$ cat config.mk
export PLATFORM = sky130hd
export DESIGN_NAME = mode_ctrl
export DESIGN_NICKNAME = d
export VERILOG_FILES = /design/src/rtl/mode_ctrl_pkg.sv /design/src/rtl/btn_debounce.sv /design/src/rtl/mode_ctrl.sv
export SDC_FILE = /design/constraint.sdc
export NUM_CORES = 1
export LEC_CHECK = 0
export ABC_CLOCK_PERIOD_IN_PS = 2300
export CORE_MARGIN = 2
export CORE_UTILIZATION = 42
export CTS_BUF_LIST = sky130_fd_sc_hd__clkbuf_4 sky130_fd_sc_hd__clkbuf_8 sky130_fd_sc_hd__clkbuf_16
export DETAILED_ROUTE_END_ITERATION = 6
export DONT_BUFFER_PORTS = 1
export GPL_ROUTABILITY_DRIVEN = 1
export SLEW_MARGIN = 10
export SYNTH_ARGS = -nofsm -noshare
export SYNTH_HDL_FRONTEND = slang
export SYNTH_HIERARCHICAL = 1
export SYNTH_SLANG_ARGS = --single-unit
$ cat constraint.sdc
create_clock -name clk -period 2.3 [get_ports clk]
set_input_delay 0.46 -clock clk [delete_from_list [all_inputs] [get_ports clk]]
set_output_delay 0.46 -clock clk [all_outputs]
set_load 0.005 [all_outputs]
$ cat src/rtl/mode_ctrl_pkg.sv
// Shared types and defaults for the button-driven mode controller.
package mode_ctrl_pkg;

    typedef enum logic [1:0] {
        MANUAL = 2'b00,
        AUTO   = 2'b01,
        LOAD   = 2'b10
    } state_t;

    // 10 ms of stable level at 100 MHz
    localparam int DB_CYCLES_DEF = 1000000;

endpackage

$ cat src/rtl/btn_debounce.sv
// Two-flop synchroniser, stable-level debouncer and rising-edge press pulse
// for one raw push-button.
module btn_debounce
    import mode_ctrl_pkg::*;
#(
    parameter int DB_CYCLES = DB_CYCLES_DEF
) (
    input  logic clk,
    input  logic rst_n,
    input  logic btn_raw,
    output logic stable,
    output logic press
);

    localparam int CNT_W = (DB_CYCLES > 1) ? $clog2(DB_CYCLES) : 1;
    localparam logic [CNT_W-1:0] CNT_TC = CNT_W'(DB_CYCLES - 1);

    logic             sync1;
    logic             sync;
    logic             stable_q;
    logic             armed;
    logic [CNT_W-1:0] cnt;
    logic [CNT_W-1:0] arm_cnt;

    always_ff @(posedge clk or negedge rst_n) begin
        if (!rst_n) begin
            sync1    <= 1'b0;
            sync     <= 1'b0;
            stable   <= 1'b0;
            stable_q <= 1'b0;
            press    <= 1'b0;
            cnt      <= '0;
        end else begin
            sync1    <= btn_raw;
            sync     <= sync1;
            stable_q <= stable;
            press    <= armed & stable & ~stable_q;
            if (sync != stable) begin
                if (cnt == CNT_TC) begin
                    stable <= sync;
                    cnt    <= '0;
                end else begin
                    cnt <= cnt + CNT_W'(1);
                end
            end else begin
                cnt <= '0;
            end
        end
    end

    // A button already held when reset releases must not count as a press:
    // presses are only armed once a full debounce period of released level
    // has been seen through both synchroniser stages.
    always_ff @(posedge clk or negedge rst_n) begin
        if (!rst_n) begin
            armed   <= 1'b0;
            arm_cnt <= '0;
        end else if (!armed) begin
            if (!sync1 && !sync) begin
                if (arm_cnt == CNT_TC) begin
                    armed <= 1'b1;
                end else begin
                    arm_cnt <= arm_cnt + CNT_W'(1);
                end
            end else begin
                arm_cnt <= '0;
            end
        end
    end

endmodule

$ cat src/rtl/mode_ctrl.sv
// Button front end for the switch/auto-count selector: debounces two buttons
// and turns presses into an auto-mode level and a one-cycle load strobe.
//
//   state  | meaning
//   MANUAL | selector follows switches, auto=0
//   AUTO   | selector auto-counts, auto=1
//   LOAD   | one-cycle preset strobe while in auto mode
module mode_ctrl
    import mode_ctrl_pkg::*;
#(
    parameter int DB_CYCLES = DB_CYCLES_DEF
) (
    input  logic clk,
    input  logic rst_n,
    input  logic btn_auto,
    input  logic btn_load,
    output logic auto,
    output logic load,
    output logic mode_led
);

    logic   press_auto;
    logic   press_load;
    logic   stable_auto;
    logic   stable_load;
    logic   unused_stable;
    state_t state;
    state_t next_state;

    btn_debounce #(.DB_CYCLES(DB_CYCLES)) u_db_auto (
        .clk     (clk),
        .rst_n   (rst_n),
        .btn_raw (btn_auto),
        .stable  (stable_auto),
        .press   (press_auto)
    );

    btn_debounce #(.DB_CYCLES(DB_CYCLES)) u_db_load (
        .clk     (clk),
        .rst_n   (rst_n),
        .btn_raw (btn_load),
        .stable  (stable_load),
        .press   (press_load)
    );

    assign unused_stable = stable_auto ^ stable_load;

    always_ff @(posedge clk or negedge rst_n) begin
        if (!rst_n) begin
            state    <= MANUAL;
            auto     <= 1'b0;
            load     <= 1'b0;
            mode_led <= 1'b0;
        end else begin
            state    <= next_state;
            auto     <= (next_state != MANUAL);
            load     <= (next_state == LOAD);
            mode_led <= (next_state != MANUAL);
        end
    end

    // The toggle always beats a coincident load press.
    always_comb begin
        next_state = state;
        case (state)
            MANUAL: if (press_auto) next_state = AUTO;
            AUTO: begin
                if (press_auto)      next_state = MANUAL;
                else if (press_load) next_state = LOAD;
            end
            LOAD:    next_state = press_auto ? MANUAL : AUTO;
            default: next_state = MANUAL;
        endcase
    end

endmodule

==> results of run 1 <==
-- registers in the layout (all words and copies together) (netlist names) --
signal	count
load	1
u_db_load/arm_cnt	20
u_db_load/sync1	1
u_db_load/cnt	20
u_db_auto/stable_q	1
mode_led	1
u_db_load/sync	1
u_db_auto/cnt	20
u_db_load/stable_q	1
state	2
u_db_load/press	1
u_db_auto/press	1
u_db_auto/arm_cnt	20
u_db_auto/sync1	1
u_db_load/armed	1
u_db_load/stable	1
u_db_auto/sync	1
u_db_auto/stable	1
u_db_auto/armed	1
-- kinds of logic (layout without fill, tap and decap cells) --
family / Yosys count / count (layout) / synth area share [%]
xor gates and xnor gates: 34 / 34 / 6.079
AOI/OAI and AO/OA: 104 / 104 / 14.92
adders and majority gates: 4 / 4 / 1.022
DFF: 96 / 96 / 49.04
buffers and inverters: 37 / 30 / 3.780
and+or+nand+nor: 221 / 221 / 24.70
muxes: 2 / 2 / 0.4597
-- synth_stat cells, types with 2 or more instances --
cell and count:
a21oi_1 13, a31o_2 2, a31oi_1 12, a41oi_1 4, and2_1 10, and3_1 6
and4_1 11, buf_2 10, buf_6 4, clkbuf_1 14, dfrtp_1 96, ha_1 4
inv_1 8, mux2_2 2, nand2_1 41, nand2b_1 2, nand3_1 32, nand3_2 2
nand3b_1 2, nand4_1 17, nor2_1 58, nor3_1 4, nor3b_1 2, nor4_1 4
nor4_4 2, nor4b_1 6, o211ai_1 3, o21ai_0 24, o21ai_1 9, o311a_1 2
o31ai_1 13, o31ai_2 7, o41ai_1 5, o41ai_2 2, or2_1 3, or3_1 3
or4_1 7, xnor2_1 10, xor2_1 24
-- worst min path at each step --
| stage | depth (start not counted) | to | from | slack (ps) |
|---|---|---|---|---|
| finish | 0 | u_db_auto/press | rst_n | -200 |
| floorplan | 0 | load | rst_n | 160 |
| CTS | 0 | u_db_auto/cnt[17] | rst_n | -210 |
| detailed placement | 0 | u_db_auto/cnt[8] | rst_n | 170 |
| global route | 0 | u_db_auto/cnt[14] | rst_n | -220 |
| global placement | 0 | u_db_auto/cnt[7] | rst_n | 170 |
-- per-stage QoR --
step / power [W] / instance area, um2 / instances
6_report: 0.003331 / 5275 / 634
3_5_place_dp: 0.001839 / 4975 / 618
2_1_floorplan: 0.001819 / 4898 / 498
4_1_cts: 0.003388 / 5275 / 634
3_3_place_gp: 0.001835 / 4975 / 618
5_1_grt: 0.003470 / 5275 / 634
-- layer usage --
metal  vias to the layer above  track usage, %
met2                        71           26.83
met5                         -               0
met4                         0           6.504
met3                        11           4.518
met1                      1826           22.73
li1                       1792               -
-- power by group --
group          switching [W]  internal, W  total (W)
registers          0.0000160      0.00170    0.00172
clock network       0.000663     0.000861    0.00152
logic              0.0000576    0.0000300  0.0000876
total               0.000736      0.00259    0.00333
-- repair_timing --
action | CTS | global route
setup endpoints to repair | 0 | 8
hold endpoints to repair | 96 | 96
resized for setup | 0 | 1
-- placed cells by master, fill, tap and decap left out, types with 3 or more instances in the layout --
master / instances
inv_1: 8
o31ai_2: 7
xnor2_1: 10
nor2_1: 58
dfrtp_1: 96
ha_1: 4
o31ai_1: 13
nor4_1: 4
buf_4: 6
a41oi_1: 4
o211ai_1: 3
a21oi_1: 13
nand4_1: 17
a31oi_1: 12
nor4b_1: 6
clkbuf_16: 9
o41ai_1: 4
nand2_1: 41
or4_1: 7
o41ai_2: 3
and4_1: 11
o21ai_1: 9
nor3_1: 4
o21ai_0: 24
and3_1: 6
nand3_1: 32
or3_1: 3
xor2_1: 24
and2_1: 10
-- cell type report --
type	count	area, um2	share of cell area [%]
clock inverter	6	67.56	1.281
clock buffer	10	232.7	4.412
sequential	96	2402	45.54
timing repair buffer	6	45.04	0.8539
multi-input combinational	365	2318	43.95
inverter	8	30.03	0.5693
tap	143	178.9	3.392
==> results.md, run 1 <==
- Required time worst endpoint: around 2500 ps
- Largest area contributor in the netlist: dfrtp_1
- Root buffer cell: clkbuf_16
- FF-to-FF path depth: 6
- CTS H-tree depth: 3
- Syn Inst Count: 498
- Input/output buffers: 0
- Share of the synthesized area in the top cell type: 49.04%
- Slew of the pin with the lowest slew margin: 564.9 ps
- First-pass GRT wire length: about 18000 um
- Final core utilization: ~46%
- Top Family by Delay on Critical Path: simple AND/OR/NAND/NOR gates
- CP arrival: about 2300 ps
- Met2 Routed Length: around 4500 um
- WL/cell: 15.43 um
- Pins over their slew limit: 0
- R2r setup slk: 230 ps
- Clock skew: ~6.6 ps
- Detailed Place HPWL: 6196 um
- ANT nets after route: 0
- Max-cap viol count: 0
- Die width: roughly 110 um
- Syn_area_per_cell: approximately 9.8 um2
- FF+latch count, synth: 96
- Final setup margin: 225.5 ps
- Setup bufs post-CTS: 0
- Layout cells sized above 1: 9.572%
- Crit-path slowest cell: or2_2
- Max incr delay on CP: 480 ps
- # diodes: 0
- Outcome: complete, but fails checks
- Cell variety after synth: 57
- Detailed-route vias per instance: 5.836
- Reg-to-Reg Start: u_db_load/arm_cnt[0]
- Highest routed layer: met4
- Number of global-route vias before repair: ~3700
- CTS tree: built
- Clk pin slew, worst setup/hold paths: roughly 70 ps
- Post-Synthesis Cell Area: 4898 um2
- Syn Nets: roughly 500
- DRC Markers: 0
- Violated checks: hold timing
- Core area: approximately 11000 um2
- CP Launch Type: flop
- Critical path startpoint: u_db_load/arm_cnt[0]
- Setup TNS Final: 0 ps
- Vias post-DR: 3700
- EDFF count, synth: 0
- RSZ-0062 raised after global routing: no
- Final period utilization: ~90%
- Die height: 112.0 um
- Initial cell density of the core: 42.90%
- Met1 WL: 4744 um
- Sequential element share of the synthesized area: 49.04%
- CP Buf/Inv Count: 0
- Min Hold Slack: -195.2 ps
- Crit-path max FO: 19
- Worst-path cell chain: ha_1 > nand2_1 > nor2_1 > a41o_1 > or2_2 > o41ai_2
- Final setup fails: 0
- Fmax: around 480 MHz
- CTS max path bufs: 2
- Drt pass-1 iters: 5
- Most used DFF post-synth: dfrtp_1
- Largest cells by area after synthesis: dfrtp_1 (49%), nor2_1 (4.4%), xor2_1 (4.3%)
- Leak Pwr: 2.206 nW
- Global router's overall resource usage: around 17%
- Total global routing overflow: 0
- Power Density: 631.4 nW/um2
- Tmin final: just over 2000 ps
- Later-pin clock latency in the skew report: 350 ps
- Fillers: roughly 1100
- Destination of the critical timing path: u_db_load/arm_cnt[15]
- # IOs: 7
- WL final: about 9800 um
- Worst VDD drop: roughly 0.55 mV
- Reg-to-reg endpoint: u_db_load/arm_cnt[15]
- Std cell rows: 39
- Async set or reset register ratio after synthesis: 100.0%
- Area delta synth->final: 7.688%
- Hold Path Class: input port to async pin
- CTS sink count: 96
- TritonCTS Buffers: 9
- Slew margin rel.: between 60% and 70%
- Pin count of the biggest net entering global routing: 97
- Initial antenna violation count: 0
- Crit. End Element: flop
- Minimum setup slack after placement: 110.3 ps
- Iteration-0 DRC count of the detailed router: between 150 and 200
- Critical path type: flop to flop
- Die area: 12540 um2
- Yosys warning count: 6
- Placer Congestion: about 0.84
- WP depth: 6
- Nets: between 400 and 500
- Final hold vios: 96
- Wire length on met3: 369 um
(Power assumes the default switching activity.)
==> run 2, diff against run 1 <==
--- a/config.mk
+++ b/config.mk
@@ -5,7 +5,7 @@
 export SDC_FILE = /design/constraint.sdc
 export NUM_CORES = 1
 export LEC_CHECK = 0
-export ABC_CLOCK_PERIOD_IN_PS = 2300
+export CAP_MARGIN = 5
 export CORE_MARGIN = 2
 export CORE_UTILIZATION = 42
 export CTS_BUF_LIST = sky130_fd_sc_hd__clkbuf_4 sky130_fd_sc_hd__clkbuf_8 sky130_fd_sc_hd__clkbuf_16
==> results of run 2 <==
No change in the layout: final DEF, timing and power equal those of run 1.
==> run 3, diff against run 2 <==
--- a/config.mk
+++ b/config.mk
@@ -8,10 +8,11 @@
 export CAP_MARGIN = 5
 export CORE_MARGIN = 2
 export CORE_UTILIZATION = 42
-export CTS_BUF_LIST = sky130_fd_sc_hd__clkbuf_4 sky130_fd_sc_hd__clkbuf_8 sky130_fd_sc_hd__clkbuf_16
+export CTS_BUF_LIST = sky130_fd_sc_hd__clkbuf_8
 export DETAILED_ROUTE_END_ITERATION = 6
 export DONT_BUFFER_PORTS = 1
 export GPL_ROUTABILITY_DRIVEN = 1
+export PLACE_DENSITY = 0.57
 export SLEW_MARGIN = 10
 export SYNTH_ARGS = -nofsm -noshare
 export SYNTH_HDL_FRONTEND = slang
==> run 3 against run 2 <==
The flow still finishes with violations (hold timing); clock power shrank 30%; setup slack better by 8.9 ps; critical path depth is the same; routed wire length fell by 3.1%; design area shrank 2.2%; via count down 1.6%; non-clock buffer count is 1 lower; die area unchanged; core utilization down 1.0 points; global-route usage decreased by 0.71 points; clock-buffer cell count increased by 1; fmax is 0.43% higher; critical endpoint unchanged; largest power group unchanged; highest routed layer unchanged.
==> results.md, run 3 (synthesis results as in run 1) <==
- Outcome: complete, but fails checks (unchanged)
- Violated checks: hold timing (unchanged)
- CP Launch Type: flop (unchanged)
- Pins over their slew limit: 0 (unchanged)
- Critical path type: flop to flop (unchanged)
- # diodes: 0 (unchanged)
- Max-cap viol count: 0 (unchanged)
- ANT nets after route: 0 (unchanged)
- Core area: 11420 um2 (unchanged)
- Final setup margin: 234.4 ps (was 225.5 ps)
- Max incr delay on CP: 480 ps (about the same)
- CTS tree: built (unchanged)
- Clock Power Share: 37.1% (was 45.8%)
- Slew of the pin with the lowest slew margin: 549.3 ps (was 564.9 ps)
- First-pass GRT wire length: 16900 um (was 17550 um)
- WL final: 9481 um (was 9785 um)
- Slew margin rel.: 63.07% (was 62.34%)
- Iteration-0 DRC count of the detailed router: 184 (was 195)
- Hold Path Class: input port to async pin (unchanged)
- Layout cells sized above 1: 9.388% (was 9.572%)
- Fmax: 484.1 MHz (was 482.0 MHz)
- R2r setup slk: 230 ps (about the same)
- Reg-to-Reg Start: u_db_load/arm_cnt[0] (unchanged)
- Initial antenna violation count: 0 (unchanged)
- Placer Congestion: 0.7546 (was 0.8430)
- DRC Markers: 0 (unchanged)
- Setup TNS Final: 0 ps (unchanged)
- Power Density: 555.5 nW/um2 (was 631.4 nW/um2)
- Most common cell after layout, fill and taps aside: dfrtp_1 (unchanged)
- Number of global-route vias before repair: 3526 (was 3715)
- CP Buf/Inv Count: 0 (unchanged)
- Input/output buffers: 0 (unchanged)
- FF-to-FF path depth: 6 (unchanged)
- Area delta synth->final: 5.313% (was 7.688%)
- Die height: 112.0 um (unchanged)
- CTS H-tree depth: 3 (unchanged)
- Global router's overall resource usage: 16.34% (was 17.05%)
- Min Hold Slack: -223.0 ps (was -195.2 ps)
- Final hold vios: 96 (unchanged)
- Commonest non-fill, non-tap cells in the layout: dfrtp_1 (96), nor2_1 (58), nand2_1 (41) (unchanged)
- Crit. End Element: flop (unchanged)
- Fillers: 1096 (was 1093)
- Clock skew: 8.983 ps (was 6.597 ps)
- Required time worst endpoint: 2570 ps (was 2540 ps)
- Final setup fails: 0 (unchanged)
- Comb power frac: 2.9% (was 2.6%)
- TritonCTS Buffers: 9 (unchanged)
- Initial cell density of the core: 42.90% (unchanged)
- Nets: 493 (was 494)
- Reg-to-reg endpoint: u_db_load/arm_cnt[15] (unchanged)
- Clk pin slew, worst setup/hold paths: 100 ps (was 70 ps)
- Crit-path max FO: 19 (unchanged)
- Top Family by Delay on Critical Path: simple AND/OR/NAND/NOR gates (unchanged)
- Worst VDD drop: 0.3771 mV (was 0.5517 mV)
- Tmin final: 2066 ps (was 2075 ps)
- Post-Layout Inst Area: 5159 um2 (was 5275 um2)
- Vias post-DR: 3640 (was 3700)
- Total global routing overflow: 0 (unchanged)
- Later-pin clock latency in the skew report: 380 ps (was 350 ps)
- Worst-path cell chain: ha_1 > nand2_1 > nor2_1 > a41o_1 > or2_2 > o41ai_2 (unchanged)
- Crit-path slowest cell: or2_2 (unchanged)
- Root buffer cell: clkbuf_8 (was clkbuf_16)
- # IOs: 7 (unchanged)
- CTS sink count: 96 (unchanged)
- RSZ-0062 raised after global routing: no (unchanged)
- CTS max path bufs: 2 (unchanged)
- DP Area: 4967 um2 (was 4975 um2)
- Die width: 112.0 um (unchanged)
- Final period utilization: 89.81% (was 90.20%)
- Switching power: 0.0006779 W (was 0.0007364 W)
- Std cell rows: 39 (unchanged)
- Minimum setup slack after placement: 139.5 ps (was 110.3 ps)
- Die area: 12540 um2 (unchanged)
- Drt pass-1 iters: 5 (unchanged)
- Pint: 0.002188 W (was 0.002594 W)
- WL/cell: 14.98 um (was 15.43 um)
- Flop pwr share: 59.9% (was 51.6%)
- Pin count of the biggest net entering global routing: 97 (unchanged)
- CP arrival: 2340 ps (was 2320 ps)
- Leak Pwr: 2.146 nW (was 2.206 nW)
- Total power: 0.002866 W (was 0.003331 W)
- Detailed-route vias per instance: 5.750 (was 5.836)
- Sw Share: 23.66% (was 22.11%)
- Detailed Place HPWL: 6068 um (was 6196 um)
run 3: changes by cell type in the layout (fill, tap and decap cells not counted):
cell / change
clkinvlp_4: +1
bufinv_16: -1
clkinv_4: +1
clkbuf_8: +11
buf_4: -1
clkbuf_16: -9
clkinv_2: -1
inv_6: -1
clkbuf_4: -1
run 3: per-stage QoR:
stage,util [%],cells
after floorplan,-,498
after global placement,43.50,617
after detailed placement,43.50,617
after CTS,45.18,633
after global routing,45.18,633
final,45.18,633
run 3: final cells by class:
cell class,count,area [um2],share of cell area [%]
clock inverter,5,40.04,0.7761
timing repair buffer,5,37.54,0.7276
sequential,96,2402,46.57
tap,143,178.9,3.468
clock buffer,11,151.4,2.935
inverter,8,30.03,0.5821
multi-input combinational,365,2318,44.94
run 3: worst max-delay path by stage:
stage,start,endpoint,slack [ps],depth (start not counted)
2_1_floorplan,u_db_auto/arm_cnt[0],u_db_auto/arm_cnt[1],460,7
3_3_place_gp,u_db_load/arm_cnt[0],u_db_load/arm_cnt[15],210,6
3_5_place_dp,u_db_load/arm_cnt[0],u_db_load/arm_cnt[15],140,6
4_1_cts,u_db_load/arm_cnt[0],u_db_load/arm_cnt[15],120,6
5_1_grt,u_db_load/arm_cnt[0],u_db_load/arm_cnt[15],100,6
6_report,u_db_load/arm_cnt[0],u_db_load/arm_cnt[15],230,6
run 3: layer usage:
layer | wire length (um) | global-route usage [%] | vias to the layer above
met5 | 0 | 0 | -
met4 | 169 | 6.911 | 0
met3 | 250 | 2.831 | 11
met2 | 4224 | 24.73 | 54
met1 | 4837 | 23.31 | 1784
li1 | - | - | 1791
run 3: power by group through the flow:
stage / Sequential [W] / Clock (W) / Combinational, W
2_1_floorplan: 0.00175 / 0 / 0.0000717
3_5_place_dp: 0.00175 / 0 / 0.0000849
4_1_cts: 0.00172 / 0.00112 / 0.0000851
6_report: 0.00172 / 0.00106 / 0.0000842
3_3_place_gp: 0.00175 / 0 / 0.0000841
5_1_grt: 0.00172 / 0.00119 / 0.0000972
run 3: timing repair:
item | CTS | global route
gates resized for setup | 0 | 1
setup endpoints to repair | 0 | 9
hold endpoints to repair | 96 | 96
setup buffers | 0 | 0
